===== src/rtl/axum_dma.sv =====
// axum_dma -- single-channel word-copy DMA engine.
//
// A register port programs SRC/DST/LEN. A START write then copies LEN 32-bit
// words from SRC to DST over a single bus-host port. The host port never has
// more than one transaction outstanding: read word, write word, repeat.
//
// Optional feature macro: AXUM_DMA_IRQ_EN
//   defined   : CTRL bit1 (IRQ_EN) is read/write, dma_intr_o = DONE & IRQ_EN
//   undefined : CTRL bit1 ignored / reads 0, dma_intr_o tied low
//
// Ports
//   clk_i, rst_i        clock, asynchronous active-high reset
//   dma_req_i .. _wdata_i  register-port request (always accepted)
//   dma_rvalid_o, dma_rdata_o, dma_err_o  register-port response, 1 cycle later
//   host_req_o .. host_wdata_o  bus-host request, held until host_gnt_i
//   host_gnt_i, host_rvalid_i, host_rdata_i, host_err_i  bus-host grant/response
//   dma_intr_o          completion interrupt (level)
//
// Register map (dma_addr_i[4:2]):
//   0 SRC, 1 DST, 2 LEN, 3 CTRL (b0 START wo, b1 IRQ_EN), 4 STATUS (b0 BUSY,
//   b1 DONE w1c, b2 ERR w1c); 5..7 respond with err=1.
module axum_dma #(
  parameter int unsigned AddressWidth = 32,
  parameter int unsigned LenWidth     = 16
) (
  input  logic                    clk_i,
  input  logic                    rst_i,
  input  logic                    dma_req_i,
  input  logic                    dma_we_i,
  input  logic [3:0]              dma_be_i,
  input  logic [AddressWidth-1:0] dma_addr_i,
  input  logic [31:0]             dma_wdata_i,
  output logic                    dma_rvalid_o,
  output logic [31:0]             dma_rdata_o,
  output logic                    dma_err_o,
  output logic                    host_req_o,
  output logic [AddressWidth-1:0] host_addr_o,
  output logic                    host_we_o,
  output logic [3:0]              host_be_o,
  output logic [31:0]             host_wdata_o,
  input  logic                    host_gnt_i,
  input  logic                    host_rvalid_i,
  input  logic [31:0]             host_rdata_i,
  input  logic                    host_err_i,
  output logic                    dma_intr_o
);

  typedef enum logic [2:0] {
    IDLE,
    RD_REQ,
    RD_WAIT,
    WR_REQ,
    WR_WAIT
  } state_e;

  state_e state_q, state_d;

  // Programmed registers
  logic [AddressWidth-1:0] src_q, dst_q;
  logic [LenWidth-1:0]     len_q;
  logic                    done_q, err_q;
  logic                    irq_en;

  // Working copies used by the transfer
  logic [AddressWidth-1:0] cur_src_q, cur_dst_q;
  logic [LenWidth-1:0]     remaining_q;
  logic [31:0]             data_q;

  logic [2:0]  reg_off;
  logic        reg_hit, reg_wr, busy, start;
  logic [31:0] rd_val, wr_merged;

  function automatic logic [31:0] be_merge(input logic [31:0] old_val,
                                           input logic [31:0] new_val,
                                           input logic [3:0]  be);
    logic [31:0] res;
    res = old_val;
    for (int unsigned i = 0; i < 4; i++) begin
      if (be[i]) res[8*i +: 8] = new_val[8*i +: 8];
    end
    return res;
  endfunction

  assign reg_off = dma_addr_i[4:2];
  assign reg_hit = (reg_off <= 3'd4);
  assign reg_wr  = dma_req_i & dma_we_i;
  assign busy    = (state_q != IDLE);
  assign start   = reg_wr & (reg_off == 3'd3) & dma_be_i[0] & dma_wdata_i[0] & ~busy;

  logic unused_addr;
  assign unused_addr = ^{dma_addr_i[AddressWidth-1:5], dma_addr_i[1:0]};

  always_comb begin
    rd_val = '0;
    case (reg_off)
      3'd0:    rd_val = 32'(src_q);
      3'd1:    rd_val = 32'(dst_q);
      3'd2:    rd_val = 32'(len_q);
      3'd3:    rd_val = {30'b0, irq_en, 1'b0};
      3'd4:    rd_val = {29'b0, err_q, done_q, busy};
      default: rd_val = '0;
    endcase
  end

  // Byte-enable merge against the register currently addressed.
  assign wr_merged = be_merge(rd_val, dma_wdata_i, dma_be_i);

  // Next state and host request outputs
  always_comb begin
    state_d      = state_q;
    host_req_o   = 1'b0;
    host_addr_o  = '0;
    host_we_o    = 1'b0;
    host_be_o    = 4'h0;
    host_wdata_o = '0;
    case (state_q)
      IDLE: begin
        if (start && (len_q != '0)) state_d = RD_REQ;
      end
      RD_REQ: begin
        host_req_o  = 1'b1;
        host_be_o   = 4'hF;
        host_addr_o = cur_src_q;
        if (host_gnt_i) state_d = RD_WAIT;
      end
      RD_WAIT: begin
        if (host_rvalid_i) state_d = host_err_i ? IDLE : WR_REQ;
      end
      WR_REQ: begin
        host_req_o   = 1'b1;
        host_we_o    = 1'b1;
        host_be_o    = 4'hF;
        host_addr_o  = cur_dst_q;
        host_wdata_o = data_q;
        if (host_gnt_i) state_d = WR_WAIT;
      end
      WR_WAIT: begin
        if (host_rvalid_i) begin
          if (host_err_i || (remaining_q == LenWidth'(1))) state_d = IDLE;
          else                                            state_d = RD_REQ;
        end
      end
      default: state_d = IDLE;
    endcase
  end

  always_ff @(posedge clk_i or posedge rst_i) begin
    if (rst_i) state_q <= IDLE;
    else       state_q <= state_d;
  end

  always_ff @(posedge clk_i or posedge rst_i) begin
    if (rst_i) begin
      dma_rvalid_o <= 1'b0;
      dma_rdata_o  <= '0;
      dma_err_o    <= 1'b0;
      src_q        <= '0;
      dst_q        <= '0;
      len_q        <= '0;
      done_q       <= 1'b0;
      err_q        <= 1'b0;
      cur_src_q    <= '0;
      cur_dst_q    <= '0;
      remaining_q  <= '0;
      data_q       <= '0;
    end else begin
      dma_rvalid_o <= dma_req_i;
      dma_err_o    <= dma_req_i & ~reg_hit;
      dma_rdata_o  <= (dma_req_i && !dma_we_i && reg_hit) ? rd_val : '0;

      if (reg_wr && !busy) begin
        case (reg_off)
          3'd0:    src_q <= AddressWidth'(wr_merged) & ~AddressWidth'(3);
          3'd1:    dst_q <= AddressWidth'(wr_merged) & ~AddressWidth'(3);
          3'd2:    len_q <= LenWidth'(wr_merged);
          default: ;
        endcase
      end

      if (reg_wr && (reg_off == 3'd4) && dma_be_i[0]) begin
        if (dma_wdata_i[1]) done_q <= 1'b0;
        if (dma_wdata_i[2]) err_q  <= 1'b0;
      end

      // A zero-length START completes on the spot without touching the bus.
      if (start) begin
        done_q      <= (len_q == '0);
        err_q       <= 1'b0;
        cur_src_q   <= src_q;
        cur_dst_q   <= dst_q;
        remaining_q <= len_q;
      end

      // Transfer events come last so a completion beats a same-cycle W1C.
      case (state_q)
        RD_WAIT: begin
          if (host_rvalid_i) begin
            if (host_err_i) begin
              err_q  <= 1'b1;
              done_q <= 1'b0;
            end else begin
              data_q <= host_rdata_i;
            end
          end
        end
        WR_WAIT: begin
          if (host_rvalid_i) begin
            if (host_err_i) begin
              err_q  <= 1'b1;
              done_q <= 1'b0;
            end else begin
              cur_src_q   <= cur_src_q + AddressWidth'(4);
              cur_dst_q   <= cur_dst_q + AddressWidth'(4);
              remaining_q <= remaining_q - LenWidth'(1);
              if (remaining_q == LenWidth'(1)) done_q <= 1'b1;
            end
          end
        end
        default: ;
      endcase
    end
  end

`ifdef AXUM_DMA_IRQ_EN
  logic irq_en_q;
  always_ff @(posedge clk_i or posedge rst_i) begin
    if (rst_i) irq_en_q <= 1'b0;
    else if (reg_wr && (reg_off == 3'd3) && dma_be_i[0]) irq_en_q <= dma_wdata_i[1];
  end
  assign irq_en     = irq_en_q;
  assign dma_intr_o = done_q & irq_en_q;
`else
  assign irq_en     = 1'b0;
  assign dma_intr_o = 1'b0;
`endif

endmodule


===== config.mk =====
export PLATFORM = sky130hd
export DESIGN_NAME = axum_dma
export DESIGN_NICKNAME = d
export VERILOG_FILES = /design/src/rtl/axum_dma.sv
export SDC_FILE = /design/constraint.sdc
export NUM_CORES = 1
export LEC_CHECK = 0
export ABC_AREA = 1
export CORE_MARGIN = 10
export CORE_UTILIZATION = 45
export DETAILED_ROUTE_END_ITERATION = 10
export PLACE_DENSITY = 0.7
export SLEW_MARGIN = 20
export SYNTH_ARGS = -nofsm -noshare
export SYNTH_HDL_FRONTEND = slang
export SYNTH_SLANG_ARGS = --single-unit

===== constraint.sdc =====
create_clock -name clk_i -period 10.2 [get_ports clk_i]
set_input_delay 1.53 -clock clk_i [delete_from_list [all_inputs] [get_ports clk_i]]
set_output_delay 1.53 -clock clk_i [all_outputs]
set_load 0.02 [all_outputs]

==> results.txt <==
* Number of antenna violations at the first check in global routing: 0
- The share of total power dissipated in sequential elements is 0.388.
* Largest net degree at the start of global routing: 102
* Library cell with the highest instance count after synthesis: sky130_fd_sc_hd__nand2_1
* Number of instances resized during post-cts repair: 0
- The tool flagged a number of max-cap violations equal to 0.
* Layout Utilization: 0.5632
* Total routing resource utilization after global routing: 0.2221
- Count of port buffers added during placement: 181
- The worst register-to-register path ends at state_q[1].
- Of the post-synthesis cell area, the dominant cell type holds 0.4573.
* Clk buf depth: 3
* Count of hold buffers inserted by post-cts repair: 0
* Start point of the worst min-delay path: src_q[22]
- Wire length reported by the detailed router: 39,230 um
- Run status: complete, no violations
- Number of pins exceeding their max-slew limit in the final report: 0
* Number of global-route vias before repair: 11,350
* Nets: 1,979
- Yosys printed 0 warnings.
- STA classifies the critical path startpoint as a register.
- Hold Violations, Final: 0
- Across the VDD grid, the largest voltage drop is 122.1 uV.
- For this run, design rule violations remaining after detail routing come to 0.
* Initial cell density of the core: 0.4596
* Worst-case register-to-register setup slack: 7.33 ns
- For the final routed database, the setup TNS stands at 0 ns.
- The detail route stage leaves a number of antenna-violating nets equal to 0.
- R2R Path Start: state_q[1]
- Dominant delay contributor by cell family on the critical path: simple AND/OR/NAND/NOR gates
- The first global-routing pass estimated 61,600 um of wire.
- Crit share post-route: 0.4811
- Net switching fraction of the power: 0.4123
* Area of the placeable core: 27,030 sq um
- Counting instances, the worst hold path has a depth of 2.
- The number of nets handed over by synthesis was 1,839.
- Placer Congestion: 0.9658
- The worst path in the final design needs a cycle of 4.907 ns, including I/O delays and setup.
- Cells taking the most area after synthesis: sky130_fd_sc_hd__dfrtp_1, sky130_fd_sc_hd__nand2_1, sky130_fd_sc_hd__o21ai_0
- For this design the static power due to leakage is 7.164 nW.
- CP max-delay cell: sky130_fd_sc_hd__nand2_1
- Clock H-tree levels: 1
- Setup violations remaining at the end of the flow were counted as 0.
* Endpoint of the worst hold-timing path: src_q[22]
- sky130_fd_sc_hd__dfrtp_1 takes more of the synthesized area than any other cell.
- Of the total power, combinational logic draws 0.372.
- The share of the Yosys chip area taken by registers is 0.4573.
- Share of synthesized flip-flops with an asynchronous set or reset: 1.000
* FF+latch count, synth: 227
* Total instance count after detailed placement: 2,180
* Cell Chain, Critical Path: nor2_2, nand2_1, o22ai_1, clkdlybuf4s50_1
- Worst EP arrival: 3.38 ns
- Die Footprint: 34,650 sq um
- Detailed routing inserted a total of 12,080 vias.
- For this run, the number of standard cells in the final layout without fillers is 2,230.
* Diodes inserted: 0
* Count of distinct cell types in the synthesized netlist: 35
* RSZ-0062 raised after global routing: false
* Proportion of power drawn by the clock network: 0.240
- Critical Setup Path Class: reg -> out
- Buffers & Inverters on Critical Path: 1
* Proportion of layout cells with a drive suffix above 1: 0.04923
- Number of vias per cell: 5.418
- Final HPWL from detailed placement: 28,430 um
* Clock sink count: 227
- Internal power comes to 2.367 mW.
* Commonest register cell after synthesis: sky130_fd_sc_hd__dfrtp_1
- For this run, the top clock speed supported by timing is 203.8 MHz.
* Critical path data required time: 8.67 ns
- In this run the tightest slew margin relative to its limit is 0.2710.
- The floorplan step set the die width to 186.1 um.
- On the worst path, the slowest cell contributes a delay of 0.76 ns.
- TritonCTS built the clock tree.
- Class of the tightest hold or removal check: reg -> reg
- For this design the ratio of total power to cell area is 264.6 nW/um^2.
- The cell count after synthesis came out at 1,728.
* Crit end category: primary output
- Top fanout value on the critical path: 29
- The layout has 2,547 filler cells.
* Average cell area after synthesis: 7.188 sq um
* Cell Rows: 60
* Reg2reg path depth: 10
- Actual transition at the worst max-transition pin: 1.091 ns
- For the final database, setup skew stands at 0.008220 ns.
- In this run, CTS created clock tree buffers numbering 27.
- At the later pin of the worst-skew pair, clock insertion delay measures 0.55 ns.
- Synthesis-to-finish area growth: 22.54%
* Clock root buffer: sky130_fd_sc_hd__clkbuf_16
- Overflow left after global routing: 0
- Post-CTS Setup Inserts: 0
* Commonest cells in the synthesized netlist: sky130_fd_sc_hd__nand2_1, sky130_fd_sc_hd__dfrtp_1, sky130_fd_sc_hd__nor2_1, sky130_fd_sc_hd__inv_1, sky130_fd_sc_hd__o21ai_0
* Netlist area before placement: 12,420 sq um
* Initial DRC Count: 1,062
* Sw power: 1.660 mW
- I/O pins: 212
* Die Span Y: 186.1 um
* Clock slew seen by the registers of the worst setup and hold paths: 0.06 ns
* Count of flip-flops with a built-in enable after synthesis: 0
* Count of TritonRoute iterations in the first routing pass: 6
- Dividing the detail-routed wire length by the instance count gives 17.59 um.
final cells by class:
type	count	area (sq um)	area share
Inverter	224	850.8	0.05590
Tap cell	341	426.7	0.02803
Clock inverter	13	101.3	0.006658
Multi-Input combinational cell	1201	5512	0.3621
Clock buffer	37	793.3	0.05212
Timing Repair Buffer	187	1857	0.1220
Sequential cell	227	5680	0.3732
layout by cell type (no fill, tap or decap), types with 5 or more instances in the layout:
master,count
sky130_fd_sc_hd__nand2_1,425
sky130_fd_sc_hd__nor2_4,5
sky130_fd_sc_hd__nand3_1,64
sky130_fd_sc_hd__clkinv_2,8
sky130_fd_sc_hd__clkdlybuf4s50_1,181
sky130_fd_sc_hd__a21oi_1,120
sky130_fd_sc_hd__clkbuf_16,27
sky130_fd_sc_hd__nor3_1,19
sky130_fd_sc_hd__o21ai_0,181
sky130_fd_sc_hd__a31oi_1,5
sky130_fd_sc_hd__xor2_1,5
sky130_fd_sc_hd__dfrtp_1,227
sky130_fd_sc_hd__inv_1,213
sky130_fd_sc_hd__inv_2,9
sky130_fd_sc_hd__o21bai_1,10
sky130_fd_sc_hd__a21oi_2,7
sky130_fd_sc_hd__o21ai_1,35
sky130_fd_sc_hd__nand4_1,18
sky130_fd_sc_hd__nor2_1,225
sky130_fd_sc_hd__o22ai_1,34
sky130_fd_sc_hd__nor2_2,6
sky130_fd_sc_hd__clkbuf_8,8
sky130_fd_sc_hd__o211ai_1,17
sky130_fd_sc_hd__buf_4,6
cells by family (layout without fill, tap and decap cells):
| kind of cell | count (synthesis) | after routing | synth area share |
|---|---|---|---|
| simple gates | 773 | 773 | 0.2522 |
| compound gates | 413 | 413 | 0.1787 |
| buf+inv | 300 | 461 | 0.1001 |
| flops | 227 | 227 | 0.4573 |
| xor+xnor | 8 | 8 | 0.005641 |
| fa+ha+maj | 4 | 4 | 0.004030 |
| mux | 2 | 2 | 0.001612 |
| other cells | 1 | 1 | 0.0003019 |
per-layer routing:
layer / GRT usage / share of wire
met1: 0.3184 / 0.45
met2: 0.3331 / 0.42
met3: 0.04948 / 0.11
met4: 0.05385 / 0.021
met5: 0 / 0
tightest hold or removal path: stages (launching register included):
cell and delay [ns]:
sky130_fd_sc_hd__dfrtp_1 0.34, sky130_fd_sc_hd__nand2_1 0.05, sky130_fd_sc_hd__o21ai_0 0.06
sequential cells by signal, summed over array words and instances, names as in the netlist:
signal and cells:
state_q 3, cur_src_q 32, cur_dst_q 32, remaining_q 16
dma_err_o 1, err_q 1, len_q 16, src_q 30
data_q 32, dma_rdata_o 32, done_q 1, dma_rvalid_o 1
dst_q 30
stage by stage:
step,hold WS (ns),power (mW),instance area (sq um),worst slack [ns]
2_1_floorplan,0.4489,2.447,12420,2.450
3_3_place_gp,0.4639,3.006,14320,5.817
3_5_place_dp,0.4712,3.047,14320,5.754
4_1_cts,0.4867,4.020,15220,5.254
5_1_grt,0.5008,4.306,15220,5.095
6_report,0.4841,4.027,15220,5.293
how the worst max path moves through the flow:
| stage | startpoint | to | slack [ns] | depth (start not counted) |
|---|---|---|---|---|
| floorplan | rst_i | cur_dst_q[0] | 2.45 | 1 |
| global placement | dma_be_i[0] | state_q[1] | 5.82 | 10 |
| detailed placement | dma_be_i[0] | state_q[1] | 5.75 | 10 |
| CTS | state_q[2] | host_addr_o[11] | 5.25 | 5 |
| global route | state_q[2] | host_addr_o[11] | 5.10 | 4 |
| finish | state_q[2] | host_addr_o[16] | 5.29 | 4 |
power by group through the flow:
stage	Sequential, mW	Combinational [mW]	Clock, mW
3_5_place_dp	1.56	1.48	0
6_report	1.56	1.50	0.967
2_1_floorplan	1.45	1.00	0
3_3_place_gp	1.55	1.45	0
4_1_cts	1.55	1.49	0.979
5_1_grt	1.60	1.68	1.02
(Power assumes the default switching activity.)
==> variant, RTL diff (same flow settings) <==
The 5 states of `state_e` get a Gray code encoding in 3 bits.
--- a/src/rtl/axum_dma.sv
+++ b/src/rtl/axum_dma.sv
@@ -46,11 +46,11 @@
 );
 
   typedef enum logic [2:0] {
-    IDLE,
-    RD_REQ,
-    RD_WAIT,
-    WR_REQ,
-    WR_WAIT
+    IDLE    = 3'b000,
+    RD_REQ  = 3'b001,
+    RD_WAIT = 3'b011,
+    WR_REQ  = 3'b010,
+    WR_WAIT = 3'b110
   } state_e;
 
   state_e state_q, state_d;
Behaviour: same outputs for any inputs over 4 cycles, from zero or initial values and one cycle with rst_i high; so few cycles prove little.
==> variant against the original RTL <==
- routed wire length grew 3.4%
- hold slack gained 0.0026 ns
- setup slack gained 0.52 ns
- area after synthesis grew 2.8%
- sequential cell count is the same
- synthesized cell count grew 7.9%
- final area grew 2.9%
- power grew 3.3%
- critical path type unchanged
- highest routed layer unchanged
==> variant: results (changes against the original RTL) <==
| Metric | Value |
|---|---|
| Status | completed |
| Signal buf overhead | 12.1% (-0.10 points) |
| GR Util met3 | 4.54% (-0.41 points) |
| Crit path max fanout | 61 (+110%) |
| Sequential cell area share | 36.3% (-1.1 points) |
| Inverters | 231 (+3.1%) |
| Routed wl met3 | 3.37 mm (-20%) |
| Fillers | 2617 (+2.7%) |
| Rel. slew slack | 32.0% (+4.9 points) |
| Router iterations before antenna repair | 5 (-1) |
| Peak VDD IR | 112 uV (-7.9%) |
| Clk tree area frac | 5.53% (-0.35 points) |
| First-pass GRT wire length | 65.1 mm (+5.7%) |
| Post-synth cell types | 38 (+8.6%) |
| CP top delay family | buffers and inverters |
| Detailed Place HPWL | 29.0 mm (+1.9%) |
| Arrival time of the worst setup path | 2.86 ns (-0.52 ns) |
| Clock Power Share | 22.6% (-1.4 points) |
| Clock Buffer Count | 41 (+11%) |
| Worst clock skew | 0.0170 ns (+0.00874 ns) |
| Layout cells sized above 1 | 4.78% (-0.14 points) |
| Multi-input logic area | 0.00587 mm2 (+6.6%) |
| Ant diodes | 0 (unchanged) |
| CP max-delay cell | clkdlybuf4s50_1 |
| Drt initial violations | 1351 (+27%) |
| Slowest stage delay, CP | 0.67 ns (-0.09 ns) |
| Switching pwr | 0.00171 W (+3.1%) |
| Synth area leaders | dfrtp_1 44%, nand2_1 17%, nor2_1 8.2%, inv_1 6.6%, nand3_1 4.9% |
| Largest net degree at the start of global routing | 91 (-11%) |
| DRT met1 WL | 19.1 mm (+9.0%) |
| Multi-input logic cell count | 1330 (+11%) |
| Met2 Track Usage GR | 32.8% (-0.52 points) |
| Post-synth top cells | 576 x nand2_1, 278 x nor2_1, 227 x dfrtp_1 |
| R2R setup slack | 7.58 ns (+0.25 ns) |
| Final #Nets | 2119 (+7.1%) |
| GR Util met1 | 33.0% (+1.1 points) |
| Hold Path End | cur_dst_q[1]$_DFFE_PP0P_ |
| Signal buffers | 192 (+2.7%) |
| Cell count of the worst reg-to-reg path | 6 (-4) |
| Sequential area share after synthesis | 44.5% (-1.2 points) |
| Num CTS Buffers | 26 (-3.7%) |
| Hold Startpoint | cur_dst_q[1]$_DFFE_PP0P_ |
| Seq pwr | 0.00152 W (-3%) |
| Placed cell areas | 0.0148 mm2 (+3.3%) |
| GP Congestion | 0.934 (-3.3%) |
| Critical path launch point | state_q[0]$_DFFE_PP0P_ |
| Met2 wire len | 17.3 mm (+3.7%) |
| Mapped Nets | 1975 (+7.4%) |
| Worst Setup EP | host_addr_o[11] |
| Pleak | 7.76 nW (+8.3%) |
| R2R Path End | len_q[4]$_DFFE_PP0P_ |
| Async SR Flop Fraction | 100% (unchanged) |
| Global Route Usage Sum | 22.3% (+0.073 points) |
[variant: changes by cell type after synthesis, moves of 32 or more]
| cell | change |
|---|---|
| a21oi_1 | -32 |
| o21ai_0 | -58 |
| nand2_1 | +149 |
| nand3_1 | +61 |
| nor2_1 | +53 |
| o21ai_1 | -34 |
[variant: kinds of logic after synthesis]
group	Yosys count	share of synthesized area, %
compound gates	279	11.9
xor+xnor	11	0.755
fa+ha+maj	4	0.392
buf+inv	307	9.60
flops	227	44.5
other cells	1	0.0294
simple gates	1035	32.8
[variant: through the flow]
step	hold slack [ns]	power (W)	util, %	setup WS (ns)	instances
after floorplan	0.460	0.00251	-	2.45	1864
after global placement	0.472	0.00317	53.1	6.11	2358
after detailed placement	0.480	0.00321	53.1	6.11	2358
after CTS	0.493	0.00417	56.2	5.82	2406
after global routing	0.502	0.00445	56.2	5.68	2406
final	0.487	0.00416	56.2	5.81	2406
